File: src/rtl/mux_pkg.sv
// Shared constants and helpers for the channel multiplexer pipeline.
//   DEFAULT_WIDTH : default data width per channel
//   DEFAULT_N     : default number of input channels
//   clog2()       : ceiling log2 with a floor of 1, used to size select fields
package mux_pkg;

  localparam int DEFAULT_WIDTH = 32;
  localparam int DEFAULT_N     = 4;

  // A select field always needs at least one bit, even for a 2-channel mux.
  function automatic int clog2(input int n);
    int r;
    r = 0;
    while ((1 << r) < n) r++;
    return (r < 1) ? 1 : r;
  endfunction

endpackage

File: src/rtl/mux_nxw_comb.sv
// Purely combinational N:1 selector for a flattened channel bus.
//   in  : N*WIDTH flattened data, channel i at [i*WIDTH +: WIDTH]
//   sel : channel index; an index >= N yields all zeros
//   y   : selected channel word
module mux_nxw_comb
  import mux_pkg::*;
#(
  parameter  int WIDTH = DEFAULT_WIDTH,
  parameter  int N     = DEFAULT_N,
  localparam int SEL_W = clog2(N)
) (
  input  logic [N*WIDTH-1:0] in,
  input  logic [SEL_W-1:0]   sel,
  output logic [WIDTH-1:0]   y
);

  // NOTE: y gets a default before the loop so no path leaves it unassigned;
  // without it the tool would infer a latch for out-of-range selects.
  always_comb begin
    y = '0;
    for (int i = 0; i < N; i++) begin
      if (sel == SEL_W'(i)) y = in[i*WIDTH +: WIDTH];
    end
  end

endmodule

File: src/rtl/mux_pipe_nxw.sv
// Registered N:1 channel multiplexer with valid/ready handshakes.
// One channel, chosen by Sel, is forwarded into a registered output stage.
// Build option: define MUX_PIPE_SKID_EN for a 2-entry skid buffer whose
// InReady is driven from a register only (no combinational YReady path);
// otherwise a 1-entry stage is used with InReady = !YValid || YReady.
// Ports:
//   Clk     : clock, rising edge
//   Reset   : synchronous reset, active high
//   In      : N*WIDTH flattened channel data
//   InValid : per-channel valid
//   InReady : per-channel ready (only the selected bit can be high)
//   Sel     : channel select, used in the cycle it is presented
//   Y       : registered output word
//   YSel    : source channel of the word on Y
//   YValid  : output valid
//   YReady  : downstream ready
//   SelErr  : sticky flag, set after any cycle with Sel >= N
module mux_pipe_nxw
  import mux_pkg::*;
#(
  parameter  int WIDTH = DEFAULT_WIDTH,
  parameter  int N     = DEFAULT_N,
  localparam int SEL_W = clog2(N)
) (
  input  logic                 Clk,
  input  logic                 Reset,
  input  logic [N*WIDTH-1:0]   In,
  input  logic [N-1:0]         InValid,
  output logic [N-1:0]         InReady,
  input  logic [SEL_W-1:0]     Sel,
  output logic [WIDTH-1:0]     Y,
  output logic [SEL_W-1:0]     YSel,
  output logic                 YValid,
  input  logic                 YReady,
  output logic                 SelErr
);

  // N widened by one bit so the comparison is exact even when N == 2**SEL_W.
  localparam logic [SEL_W:0] N_LIM = (SEL_W + 1)'(N);

  logic [WIDTH-1:0] sel_data;
  logic             sel_ok;
  logic             stage_ready;
  logic             in_xfer;

  logic [WIDTH-1:0] y_q;
  logic [SEL_W-1:0] ysel_q;
  logic             yvalid_q;
  logic             sel_err_q;

`ifdef MUX_PIPE_SKID_EN
  logic [WIDTH-1:0] skid_data_q;
  logic [SEL_W-1:0] skid_sel_q;
  logic             skid_full_q;
`endif

  mux_nxw_comb #(
    .WIDTH (WIDTH),
    .N     (N)
  ) u_sel (
    .in  (In),
    .sel (Sel),
    .y   (sel_data)
  );

  assign sel_ok = ({1'b0, Sel} < N_LIM);

`ifdef MUX_PIPE_SKID_EN
  assign stage_ready = !skid_full_q;
`else
  assign stage_ready = !yvalid_q || YReady;
`endif

  // Only the selected channel may see ready; nothing is accepted while in
  // reset or with an out-of-range select.
  always_comb begin
    InReady = '0;
    if (sel_ok && stage_ready && !Reset) InReady = N'(1) << Sel;
  end

  // Valid of unselected channels is masked out by InReady.
  assign in_xfer = |(InValid & InReady);

  // NOTE: state registers use non-blocking assignments so every register
  // samples pre-edge values regardless of statement order.
  always_ff @(posedge Clk) begin
    if (Reset) begin
      y_q         <= '0;
      ysel_q      <= '0;
      yvalid_q    <= 1'b0;
      sel_err_q   <= 1'b0;
`ifdef MUX_PIPE_SKID_EN
      skid_data_q <= '0;
      skid_sel_q  <= '0;
      skid_full_q <= 1'b0;
`endif
    end else begin
      if (!sel_ok) sel_err_q <= 1'b1;
`ifdef MUX_PIPE_SKID_EN
      if (skid_full_q) begin
        // Input is blocked; drain the parked word into the output stage.
        if (YReady) begin
          y_q         <= skid_data_q;
          ysel_q      <= skid_sel_q;
          skid_full_q <= 1'b0;
        end
      end else if (in_xfer) begin
        if (!yvalid_q || YReady) begin
          y_q      <= sel_data;
          ysel_q   <= Sel;
          yvalid_q <= 1'b1;
        end else begin
          // Output stalled: park the word accepted under the registered ready.
          skid_data_q <= sel_data;
          skid_sel_q  <= Sel;
          skid_full_q <= 1'b1;
        end
      end else if (YReady) begin
        yvalid_q <= 1'b0;
      end
`else
      if (in_xfer) begin
        y_q      <= sel_data;
        ysel_q   <= Sel;
        yvalid_q <= 1'b1;
      end else if (YReady) begin
        yvalid_q <= 1'b0;
      end
`endif
    end
  end

  assign Y      = y_q;
  assign YSel   = ysel_q;
  assign YValid = yvalid_q;
  assign SelErr = sel_err_q;

endmodule

File: config.mk
export PLATFORM = sky130hd
export DESIGN_NAME = mux_pipe_nxw
export DESIGN_NICKNAME = d
export VERILOG_FILES = /design/src/rtl/mux_pkg.sv /design/src/rtl/mux_nxw_comb.sv /design/src/rtl/mux_pipe_nxw.sv
export SDC_FILE = /design/constraint.sdc
export NUM_CORES = 1
export LEC_CHECK = 0
export ABC_AREA = 1
export ABC_CLOCK_PERIOD_IN_PS = 4710
export CELL_PAD_IN_SITES_DETAIL_PLACEMENT = 0
export CELL_PAD_IN_SITES_GLOBAL_PLACEMENT = 1
export CORE_MARGIN = 4
export CORE_UTILIZATION = 22
export DETAILED_ROUTE_END_ITERATION = 10
export PLACE_DENSITY = 0.95
export SLEW_MARGIN = 20
export SYNTH_ARGS = -nofsm -noshare
export SYNTH_HDL_FRONTEND = slang
export SYNTH_SLANG_ARGS = --single-unit
File: constraint.sdc
create_clock -name Clk -period 4.71 [get_ports Clk]
set_input_delay 1.413 -clock Clk [delete_from_list [all_inputs] [get_ports Clk]]
set_output_delay 1.413 -clock Clk [all_outputs]
set_load 0.01 [all_outputs]
==> metrics.csv <==
metric,value,unit
status,completed,
Setup Viol. Count Final,0,
pin count of the biggest net entering global routing,61,
via/cell ratio,4.26,
worst-margin pin slew,0.633,ns
GP Congestion,0.726,
critical path startpoint category,primary input,
startpoint of the worst hold path,YSel[1],
worst r2r src,YValid,
Final Util,0.426,
number of synthesized register bits,35,
critical path peak fanout,4,
dpl hpwl,6.85,mm
worst hold path class,reg -> reg,
skew final,0.00468,ns
root buffer cell,clkbuf_8,
Final min period,4.44,ns
Post-Syn Area,2240,um^2
effective utilization at floorplan,0.228,
share of layout cells above drive strength 1,0.0279,
Lkg Pwr,1.85,nW
final hold viol count,0,
final wirelength,9.01,mm
initial antenna violation count,0,
Tot Pwr,0.876,mW
CTS buffer count,5,
max-cap violations,0,
Post-CTS Resized,0,
die area,11800,um^2
crit-path cells,"clkdlybuf4s50_1, inv_1, a21oi_1, inv_1, nor3_1, clkdlybuf4s50_1",
Die W,109,um
Max Freq,0.225,GHz
Syn Nets,548,
Post-CTS Setup Inserts,0,
Final nets,712,
IO Count,177,
Synth Warn #,0,
vias in the first global route,2870,
die height,109,um
CP max stage delay,0.58,ns
std cell rows,36,
grt ovf,0,
Post-CTS Hold Fix Bufs,0,
Power Density,210,nW/um^2
clock slew at reported path FFs,0.06,ns
Ant. Diodes,0,
"Seq/Total Area, Yosys",0.313,
Post-DRT Antenna Nets,0,
Sink Count,35,
CP max-delay cell,clkdlybuf4s50_1,
Synth cell types,14,
kind of critical path,in -> out,
Via Count,3010,
fill cell count,1077,
Core ar.,9820,um^2
clk_lat worst skew,0.28,ns
wire length per cell,12.7,um
clock tree buffer depth,2,
IO buf count,175,
unrepaired setup endpoints after global routing,no,
footprint of the multi-input gates,1290,um^2
syn_area_per_cell,5.44,um^2
H-tree depth,2,
DRT Pass-1 Iters,4,
synthesized instance count,411,
R2R setup slack,3.14,ns
max_slew headroom,0.577,
setup tns final,0,ns
global-route wire length before repair,14.0,mm
final period utilization,0.943,
drt first-iter violations,112,
critical path startpoint,YReady,
area grow syn2layout,86.8,%
Residual DRC,0,
Worst VDD drop,0.116,mV
Hold Path Stages,2,
Worst Setup End Kind,output pin,
Worst EP arrival,3.03,ns
critical path required time,3.30,ns
Register-to-Register Path Depth,8,
Slew Limit Fails,0,
sequential cell area,701,um^2
all-layer global routing usage,0.150,
clock tree from TritonCTS,yes,
-- flip-flops by register name, indices dropped and copies added (netlist names) --
| register | flops |
|---|---|
| Y | 32 |
| YSel | 2 |
| YValid | 1 |
-- cell usage in the layout, fill, tap and decap left out, drive strengths merged --
master | Yosys | routed
nand2 | 198 | 198
clkdlybuf4s50 | 0 | 175
nor2 | 71 | 71
inv | 40 | 40
dfxtp | 35 | 35
nand4 | 35 | 35
clkbuf | 15 | 6
buf | 8 | 5
a21oi | 3 | 3
nor3 | 3 | 3
nand3 | 2 | 2
conb | 1 | 1
-- layout make-up --
cell class	count	area share
Clock buffer	6	0.0174
Inverter	40	0.0359
Multi-Input combinational cell	313	0.308
Sequential cell	35	0.168
Tap cell	133	0.0398
Timing Repair Buffer	180	0.431
-- layer usage --
layer | GRT usage | vias up | part of all wire
li1 | - | 1573 | -
met1 | 0.178 | 1327 | 0.41
met2 | 0.261 | 106 | 0.48
met3 | 0.0521 | 4 | 0.095
met4 | 0.0307 | 0 | 0.0063
met5 | 0 | - | 0
-- kinds of logic (layout without fill, tap and decap cells) --
logic type / count (synthesis) / after routing / share of synthesized area
flops: 35 / 35 / 0.313
compound gates: 3 / 3 / 0.00671
simple gates: 309 / 309 / 0.564
buf+inv: 63 / 226 / 0.115
other cells: 1 / 1 / 0.00168
-- cell usage after synthesis --
library cell	count	area, um^2
a21oi_1	3	15.0
conb_1	1	3.75
nand2_1	198	743
inv_2	2	7.51
nor2_2	3	18.8
nor2_1	68	255
nor3_1	3	15.0
dfxtp_1	35	701
nand3_1	2	10.0
inv_1	38	143
clkbuf_1	15	56.3
buf_4	4	30.0
buf_2	4	20.0
nand4_1	35	219
-- stage by stage --
| stage | hold WS (ns) | instance area [um^2] | instances | setup slack, ns |
|---|---|---|---|---|
| floorplan | 0.470 | 2240 | 411 | 1.36 |
| global placement | 0.441 | 4110 | 701 | 0.218 |
| detailed placement | 0.441 | 4110 | 701 | 0.266 |
| CTS | 0.451 | 4180 | 707 | 0.275 |
| global route | 0.470 | 4180 | 707 | 0.210 |
| finish | 0.448 | 4180 | 707 | 0.266 |
-- final timing paths --
path	endpoint
worst max register to register	Y[1]
worst min-delay path	YSel[1]
worst max-delay path	InReady[1]
worst min register to register	YSel[1]
-- critical path: cells and delay by family --
kind / cells / cell delay, ns
AOI/OAI and AO/OA: 1 / 0.22
buffers and inverters: 4 / 1.24
and+or+nand+nor: 1 / 0.15
-- power breakdown --
group,internal (mW),switching [mW],total [mW]
Combinational,0.195,0.143,0.339
Sequential,0.325,0.0142,0.339
Clock,0.0986,0.100,0.199
Note: power is estimated with default switching activity, not from simulation.
